--- config.mk ---
export PLATFORM = sky130hd
export DESIGN_NAME = mvu_pe_acc
export DESIGN_NICKNAME = d
export VERILOG_FILES = /design/src/rtl/mvu_pkg.sv /design/src/rtl/mvu_pe_adder_tree.sv /design/src/rtl/mvu_pe_acc.sv
export SDC_FILE = /design/constraint.sdc
export NUM_CORES = 1
export LEC_CHECK = 0
export CORE_MARGIN = 4
export CORE_UTILIZATION = 29
export CTS_BUF_LIST = sky130_fd_sc_hd__clkbuf_8
export CTS_CLUSTER_DIAMETER = 150
export CTS_CLUSTER_SIZE = 40
export DETAILED_ROUTE_END_ITERATION = 8
export MAX_ROUTING_LAYER = met4
export PLACE_DENSITY = 0.6
export SYNTH_ARGS = -nofsm -noshare
export SYNTH_HDL_FRONTEND = slang
export SYNTH_SLANG_ARGS = --single-unit
export TNS_END_PERCENT = 100
--- constraint.sdc ---
create_clock -name aclk -period 1.9 [get_ports aclk]
set_input_delay 0.19 -clock aclk [delete_from_list [all_inputs] [get_ports aclk]]
set_output_delay 0.19 -clock aclk [all_outputs]
set_load 0.05 [all_outputs]
--- src/rtl/mvu_pkg.sv ---
// rtl/mvu_pkg.sv - shared MVU product signedness encodings and lane extension helper
package mvu_pkg;

   localparam int OP_UNS     = 0;
   localparam int OP_ACT_SGN = 1;
   localparam int OP_WGT_SGN = 2;
   localparam int OP_ALL_SGN = 3;

   localparam int LANE_MAXW  = 64;

   // Any non-zero encoding means the product itself is signed.
   function automatic logic [LANE_MAXW-1:0] ext_lane(
      input logic [LANE_MAXW-1:0] lane,
      input int                   ti,
      input int                   op_sgn
   );
      logic                 sgn;
      logic [LANE_MAXW-1:0] r;
      sgn = (op_sgn != OP_UNS) && lane[6'(ti - 1)];
      r   = '0;
      for (int i = 0; i < LANE_MAXW; i++) begin
         r[6'(i)] = (i < ti) ? lane[6'(i)] : sgn;
      end
      return r;
   endfunction

endpackage

--- src/rtl/mvu_pe_adder_tree.sv ---
// rtl/mvu_pe_adder_tree.sv - combinational reduction of SIMD product lanes to one TDstI sum
module mvu_pe_adder_tree
   import mvu_pkg::*;
#(
   parameter int SIMD   = 2,
   parameter int TI     = 8,
   parameter int TDstI  = 16,
   parameter int OP_SGN = 0
)(
   input  logic [SIMD*TI-1:0] prod_i,
   output logic [TDstI-1:0]   sum_o
);

   logic [LANE_MAXW-1:0] ext;

   always_comb begin
      ext   = '0;
      sum_o = '0;
      for (int k = 0; k < SIMD; k++) begin
         ext   = ext_lane({{(LANE_MAXW-TI){1'b0}}, prod_i[k*TI +: TI]}, TI, OP_SGN);
         sum_o = sum_o + ext[TDstI-1:0];
      end
   end

endmodule

--- src/rtl/mvu_pe_acc.sv ---
// rtl/mvu_pe_acc.sv - PE accumulator: adder tree, SF-beat fold, registered output word
// Optional tree/accumulator register stage enabled by PE_ACC_TREE_PIPE_EN.
module mvu_pe_acc
   import mvu_pkg::*;
#(
   parameter int SIMD   = 2,
   parameter int TI     = 8,
   parameter int TDstI  = 16,
   parameter int SF     = 4,
   parameter int OP_SGN = OP_UNS
)(
   input  logic               aclk,
   input  logic               areset,
   input  logic               in_v,
   output logic               in_rdy,
   input  logic [SIMD*TI-1:0] in_prod,
   output logic               out_v,
   input  logic               out_rdy,
   output logic [TDstI-1:0]   out
);

   localparam int CW = (SF > 1) ? $clog2(SF) : 1;

   logic [CW-1:0]    cnt_q, cnt_d;
   logic [TDstI-1:0] acc_q, acc_d;
   logic [TDstI-1:0] out_q, out_d;
   logic             out_v_q, out_v_d;

   logic [TDstI-1:0] tree_sum;
   logic             in_fire;
   logic             in_last;
   logic             slot_free;

   // Beat presented to the accumulator this cycle.
   logic             acc_v;
   logic             acc_last;
   logic [TDstI-1:0] acc_sum;

   mvu_pe_adder_tree #(
      .SIMD   (SIMD),
      .TI     (TI),
      .TDstI  (TDstI),
      .OP_SGN (OP_SGN)
   ) u_tree (
      .prod_i (in_prod),
      .sum_o  (tree_sum)
   );

   assign slot_free = ~out_v_q | out_rdy;
   assign in_fire   = in_v & in_rdy;
   assign in_last   = (cnt_q == CW'(SF - 1));

   always_comb begin
      cnt_d = cnt_q;
      if (in_fire) begin
         cnt_d = in_last ? '0 : cnt_q + 1'b1;
      end
   end

`ifdef PE_ACC_TREE_PIPE_EN
   logic             stg_v_q, stg_v_d;
   logic             stg_last_q, stg_last_d;
   logic [TDstI-1:0] stg_sum_q, stg_sum_d;
   logic             stg_adv;

   // Only a last beat needs the output slot; partial beats always drain.
   assign stg_adv  = stg_v_q & (~stg_last_q | slot_free);
   assign in_rdy   = ~stg_v_q | stg_adv;
   assign acc_v    = stg_adv;
   assign acc_last = stg_last_q;
   assign acc_sum  = stg_sum_q;

   always_comb begin
      stg_v_d    = stg_v_q;
      stg_last_d = stg_last_q;
      stg_sum_d  = stg_sum_q;
      if (in_fire) begin
         stg_v_d    = 1'b1;
         stg_last_d = in_last;
         stg_sum_d  = tree_sum;
      end else if (stg_adv) begin
         stg_v_d    = 1'b0;
      end
   end

   always_ff @(posedge aclk or posedge areset) begin
      if (areset) begin
         stg_v_q    <= 1'b0;
         stg_last_q <= 1'b0;
         stg_sum_q  <= '0;
      end else begin
         stg_v_q    <= stg_v_d;
         stg_last_q <= stg_last_d;
         stg_sum_q  <= stg_sum_d;
      end
   end
`else
   assign in_rdy   = slot_free;
   assign acc_v    = in_fire;
   assign acc_last = in_last;
   assign acc_sum  = tree_sum;
`endif

   // A final beat dumps into the output register and restarts the fold from zero.
   always_comb begin
      acc_d   = acc_q;
      out_d   = out_q;
      out_v_d = out_v_q;
      if (out_v_q & out_rdy) begin
         out_v_d = 1'b0;
      end
      if (acc_v) begin
         if (acc_last) begin
            out_d   = acc_q + acc_sum;
            out_v_d = 1'b1;
            acc_d   = '0;
         end else begin
            acc_d   = acc_q + acc_sum;
         end
      end
   end

   always_ff @(posedge aclk or posedge areset) begin
      if (areset) begin
         cnt_q   <= '0;
         acc_q   <= '0;
         out_q   <= '0;
         out_v_q <= 1'b0;
      end else begin
         cnt_q   <= cnt_d;
         acc_q   <= acc_d;
         out_q   <= out_d;
         out_v_q <= out_v_d;
      end
   end

   assign out_v = out_v_q;
   assign out   = out_q;

endmodule

==> Word-level counts from Yosys, hierarchy flattened <==
Index checks and enable logic that the tools add are counted.
{ "totals": {"elab_cells": 18, "ff_bits": 35, "in_bits": 20, "output_inout_bits": 18} }
{ "classes": {"n_addsub": 3, "n_eq_ne": 1, "n_mux": 5, "reduce_logical": 1, "bitwise": 4} }
{ "ops": {"columns": ["op", "n"], "rows": [
  ["adder 16 bit", 1],
  ["two-way mux 16 bit", 1],
  ["adder 8 x 8 -> 9 bit", 1],
  ["two-way mux 1 bit", 3],
  ["adder 2 x 1 -> 2 bit (second input constant)", 1],
  ["AND 1 bit", 2],
  ["== test 2 bit (second input constant)", 1],
  ["two-way mux 2 bit", 1],
  ["AND reduction 2 bit", 1],
  ["NOT 1 bit", 1],
  ["OR 1 bit", 1]
]} }

==> Longest topological paths before layout <==
{ "logic_depth": {"word_depth": 4, "depth_mapped": 16, "mapped_depth_nobuf": 16} }

==> Hierarchy <==
From an unflattened synthesis, not the netlist that was laid out.
{ "hier_totals": {"hier_cells": 278, "area_unflattened_um2": 2601.2} }
{ "by_module_without_submodules": {"columns": ["mod", "area_per_inst_um2", "cells_each", "instances"], "rows": [
  ["mvu_pe_acc", 2220.9, 228, 1],
  ["mvu_pe_adder_tree", 380.4, 50, 1]
]} }

==> Worst setup path before layout <==
OpenSTA, ideal clock, no wires.
{ "synth_timing": {"path_type": "input-to-reg", "start": "in in_prod[0]", "end": "reg acc_q[15]", "arrival_time_ns": 2.566, "path_buffers": 0, "path_slack_ns": -0.784, "required_ns": 1.782, "path_stages": 16, "cell_sequence": "ha_1 -> inv_1 -> fa_1 -> inv_1 -> a21o_1 -> a21oi_1 -> o21bai_1 -> a21oi_1 -> xnor2_1 -> ha_1 -> nand2_1 -> o211ai_1 -> o211ai_2 -> a21oi_1 -> o21ai_0 -> a21o_1"} }
{ "synth_between": {"elab_chain_len": 3} }
{ "synth_lines": {"columns": ["element", "line", "source"], "rows": [
  ["start: declaration", "mvu_pe_acc.sv:16", "input logic [SIMD*TI-1:0] in_prod,"],
  ["adder 8 x 8 -> 9 bit", "mvu_pe_adder_tree.sv:21", "sum_o = sum_o + ext[TDstI-1:0];"],
  ["adder 16 bit", "mvu_pe_acc.sv:118", "acc_d = acc_q + acc_sum;"],
  ["two-way mux 16 bit", "mvu_pe_acc.sv:113", "if (acc_last) begin"],
  ["end signal: assignment", "mvu_pe_acc.sv:126", "acc_q <= '0;"],
  ["end signal: assignment", "mvu_pe_acc.sv:131", "acc_q <= acc_d;"],
  ["end: declaration", "mvu_pe_acc.sv:25", "logic [TDstI-1:0] acc_q, acc_d;"]
]} }
Every way passes these cells.
A chain may end at the register's enable or synchronous reset.

==> Worst setup path in the final report <==
{ "layout_timing": {"start": "in in_prod[8]", "end": "reg acc_q[11]"} }
Same word-level chain as after synthesis.

==> results.yml <==
status:
  outcome: "finished with violations"
  failed_checks: "negative setup slack"
yosys:
  synth_edf_count: 0
  synth_area_per_cell_um2: 9.85
  synth_top_flop_cell: "dfrtp_1"
  ys_types: 40
  yosysSeqAreaShare: 0.399
  synthCells: 223
  syn_area_um2: 2200
  ys_warn_count: 0
  ys_async_sr_fraction: 1.00
  ys_ff_latch: 35
  synth_fp_nets: 264
setup_path:
  crit_required_ps: 2070
  startpoint_type: "primary input"
  worstSetupPathType: "primary input to flip-flop"
  cp_slowest_cell: "ha_1"
  crit_chain: "buf_6, ha_4, inv_2, fa_2, inv_2, a21o_1, a21oi_2, o21bai_1, a21oi_2, xnor2_2, ha_1, nand2_2, o211ai_1, o211ai_4, buf_6, a21oi_4, o21ai_1, a22o_1"
  cp_max_fo: 5
  critical_path_arrival_ps: 2910
  end_kind: "flip-flop"
  max_stage_delay_ps: 320
timing:
  rsz0062_at_grt: "yes"
  fin_ws_ps: -844
  hold_viol_final: 0
  period_share: 1.44
  slew_headroom: 0.661
  tightest_slew_ps: 507
  finClkSkew_ps: 9.50
  fmax_ghz: 0.364
  drv_slew: 0
  min_period_ps: 2740
  setup_viol: 26
routing:
  drt_iter0_drc: 72
  antenna_left: 0
  wl_um: 5940
  vias: 1974
  drc: 0
  vias_per_cell: 4.78
  firstDrtPassIters: 4
  wire_per_inst_um: 14.4
finish:
  area_growth_pct: 68.5
  n_antenna_cell: 0
  nNetsFinal: 354
  multi_input_area_um2: 1760
  final_util: 0.508
  n_fill_cell: 648
  drive_gt1_frac: 0.439
  regArea_um2: 877
die:
  ios: 38
  initial_core_util: 0.301
  die_area_um2: 9030
  rows: 31
  die_h_um: 95.0
  core-area_um2: 7290
  die_w_um: 95.0
placed_design:
  globalplace.congestion: 0.922
  portBuffers: 37
  dp_hpwl_um: 3830
clock_network:
  cts_buffer_depth: 2
  tritoncts: "done"
  clk_pin_slew_ps: 70
  htreeDepth: 2
  clk_latency_ps: 280
  cts-root-buf: "clkbuf_8"
  hold_buffers: 0
  cts_sinks: 35
  cts_buffers: 5
global_routing:
  antenna_found_initial: 0
  gr-usage-all-layers: 0.133
  grt_max_degree: 36
  grt.overflow.total: 0
  grt_pass1_vias: 2005
  grt_first_pass_wirelength_um: 9100
hold_path:
  hp-class: "primary input to asynchronous set/reset pin"
run:
  drv_cap: 0
pwr:
  p_int_w: 0.00345
  swShare: 0.434
  power_density_nw_per_um2: 1650
  power.clock.fraction: 0.096
  p_switching_w: 0.00264
  max-vdd-ir-drop_uv: 585
  p_leak_nw: 1.60
  p_comb_frac: 0.694
  p_total_w: 0.00609
  pwr-share-seq: 0.209
[path summary, 6_finish.rpt]
check / slack (ps) / startpoint / cells after the start / endpoint
worst min register to register: 480 / cnt_q[1] / 2 / cnt_q[1]
max in group asynchronous: 1240 / areset / 3 / out_v
worst max-delay path: -840 / in_prod[8] / 18 / acc_q[11]
worst min-delay path: 300 / areset / 3 / acc_q[15]
min in group aclk: 410 / in_prod[0] / 4 / out[0]
worst max register to register: -220 / acc_q[0] / 8 / out[10]
[power by group through the flow]
| stage | sequential (W) | clock, W | combinational [W] |
|---|---|---|---|
| after floorplan | 0.00173 | 0 | 0.00150 |
| after global placement | 0.00126 | 0 | 0.00290 |
| after detailed placement | 0.00127 | 0 | 0.00293 |
| after CTS | 0.00127 | 0.000605 | 0.00361 |
| after global routing | 0.00132 | 0.000639 | 0.00453 |
| final | 0.00128 | 0.000588 | 0.00423 |
[cells in the final DEF, fill, tap and decap left out, types with 3 or more instances in the layout]
master	Yosys	routed
ha_4	0	10
dlygate4sd2_1	0	4
a22o_1	7	7
clkdlybuf4s50_1	0	26
xnor2_2	0	5
mux2_2	7	5
a21o_1	7	7
inv_2	0	4
nand2_1	29	27
nand2_2	2	4
inv_1	9	6
a21oi_4	0	6
xnor2_4	0	5
xnor2_1	17	7
o21ai_1	4	15
nand2b_1	5	4
clkbuf_8	0	7
a21oi_1	10	3
buf_4	0	38
buf_6	0	17
o21ai_0	19	5
dfrtp_1	35	34
nor2_1	9	8
ha_1	19	7
a21oi_2	4	5
[cells by family (layout without fill, tap and decap cells)]
kind of cell	after synthesis	in the layout	share of synthesized area
buffers and inverters	15	106	0.0273
DFF	35	35	0.399
AOI/OAI and AO/OA	67	67	0.207
and+or+nand+nor	58	58	0.125
xor gates and xnor gates	20	20	0.0797
adders and majority gates	21	21	0.126
muxes	7	7	0.0359
[state kept, by name, indices dropped and copies added, names as in the netlist]
signal / cells
acc_q: 16
out: 16
cnt_q: 2
out_v: 1
[worst max-delay path: cells and delay by family]
family,cells,cell delay [ps]
AO/OA/AOI/OAI,9,1510
XOR/XNOR,1,110
adder cells (fa/ha/maj),3,680
buffers and inverters,4,340
AND/OR/NAND/NOR,1,80
[routing by layer]
layer / vias up / part of all wire / GRT usage
li1: 967 / - / -
met1: 959 / 0.42 / 0.159
met2: 42 / 0.52 / 0.229
met3: 6 / 0.048 / 0.0300
met4: 0 / 0.0079 / 0.0288
met5: - / 0 / -
[stage by stage]
stage / std cells / worst slack (ps) / TNS, ps / cell area, um2 / hold WS (ps)
2_1_floorplan: 223 / -735 / -11690 / 2270 / 344
3_3_place_gp: 384 / -1380 / -32100 / 2970 / 466
3_5_place_dp: 384 / -1490 / -33660 / 2970 / 472
4_1_cts: 405 / -762 / -13330 / 3460 / 324
5_1_grt: 413 / -1060 / -19010 / 3700 / 350
6_report: 413 / -844 / -14430 / 3700 / 305
[Yosys cell counts, types with 3 or more instances]
library cell | n | area, um2
xnor2_1 | 17 | 149
o21bai_1 | 3 | 22.5
a21o_1 | 7 | 52.6
buf_2 | 3 | 15.0
nand2_1 | 29 | 109
ha_1 | 19 | 238
o21ai_1 | 4 | 20.0
xor2_1 | 3 | 26.3
dfrtp_1 | 35 | 876
a21oi_2 | 4 | 35.0
inv_1 | 9 | 33.8
a21oi_1 | 10 | 50.1
mux2_2 | 7 | 78.8
a22o_1 | 7 | 61.3
o21ai_0 | 19 | 95.1
nand2b_1 | 5 | 31.3
nor2_1 | 9 | 33.8
clkbuf_1 | 3 | 11.3
[cell type report]
cell class                      count  area share
Clock buffer                        7      0.0260
Sequential cell                    35       0.237
Multi-Input combinational cell    173       0.476
Tap cell                           99      0.0335
Inverter                            9     0.00912
Clock inverter                      1     0.00101
Timing Repair Buffer               89       0.217
[timing repair]
item | 4_1_cts | 5_1_grt
buffers inserted | 15 | 9
resized for setup | 85 | 30
endpoints found under the setup margin | 30 | 26
pin swaps | 32 | 36
No activity file was read; power rests on OpenSTA's default activity.
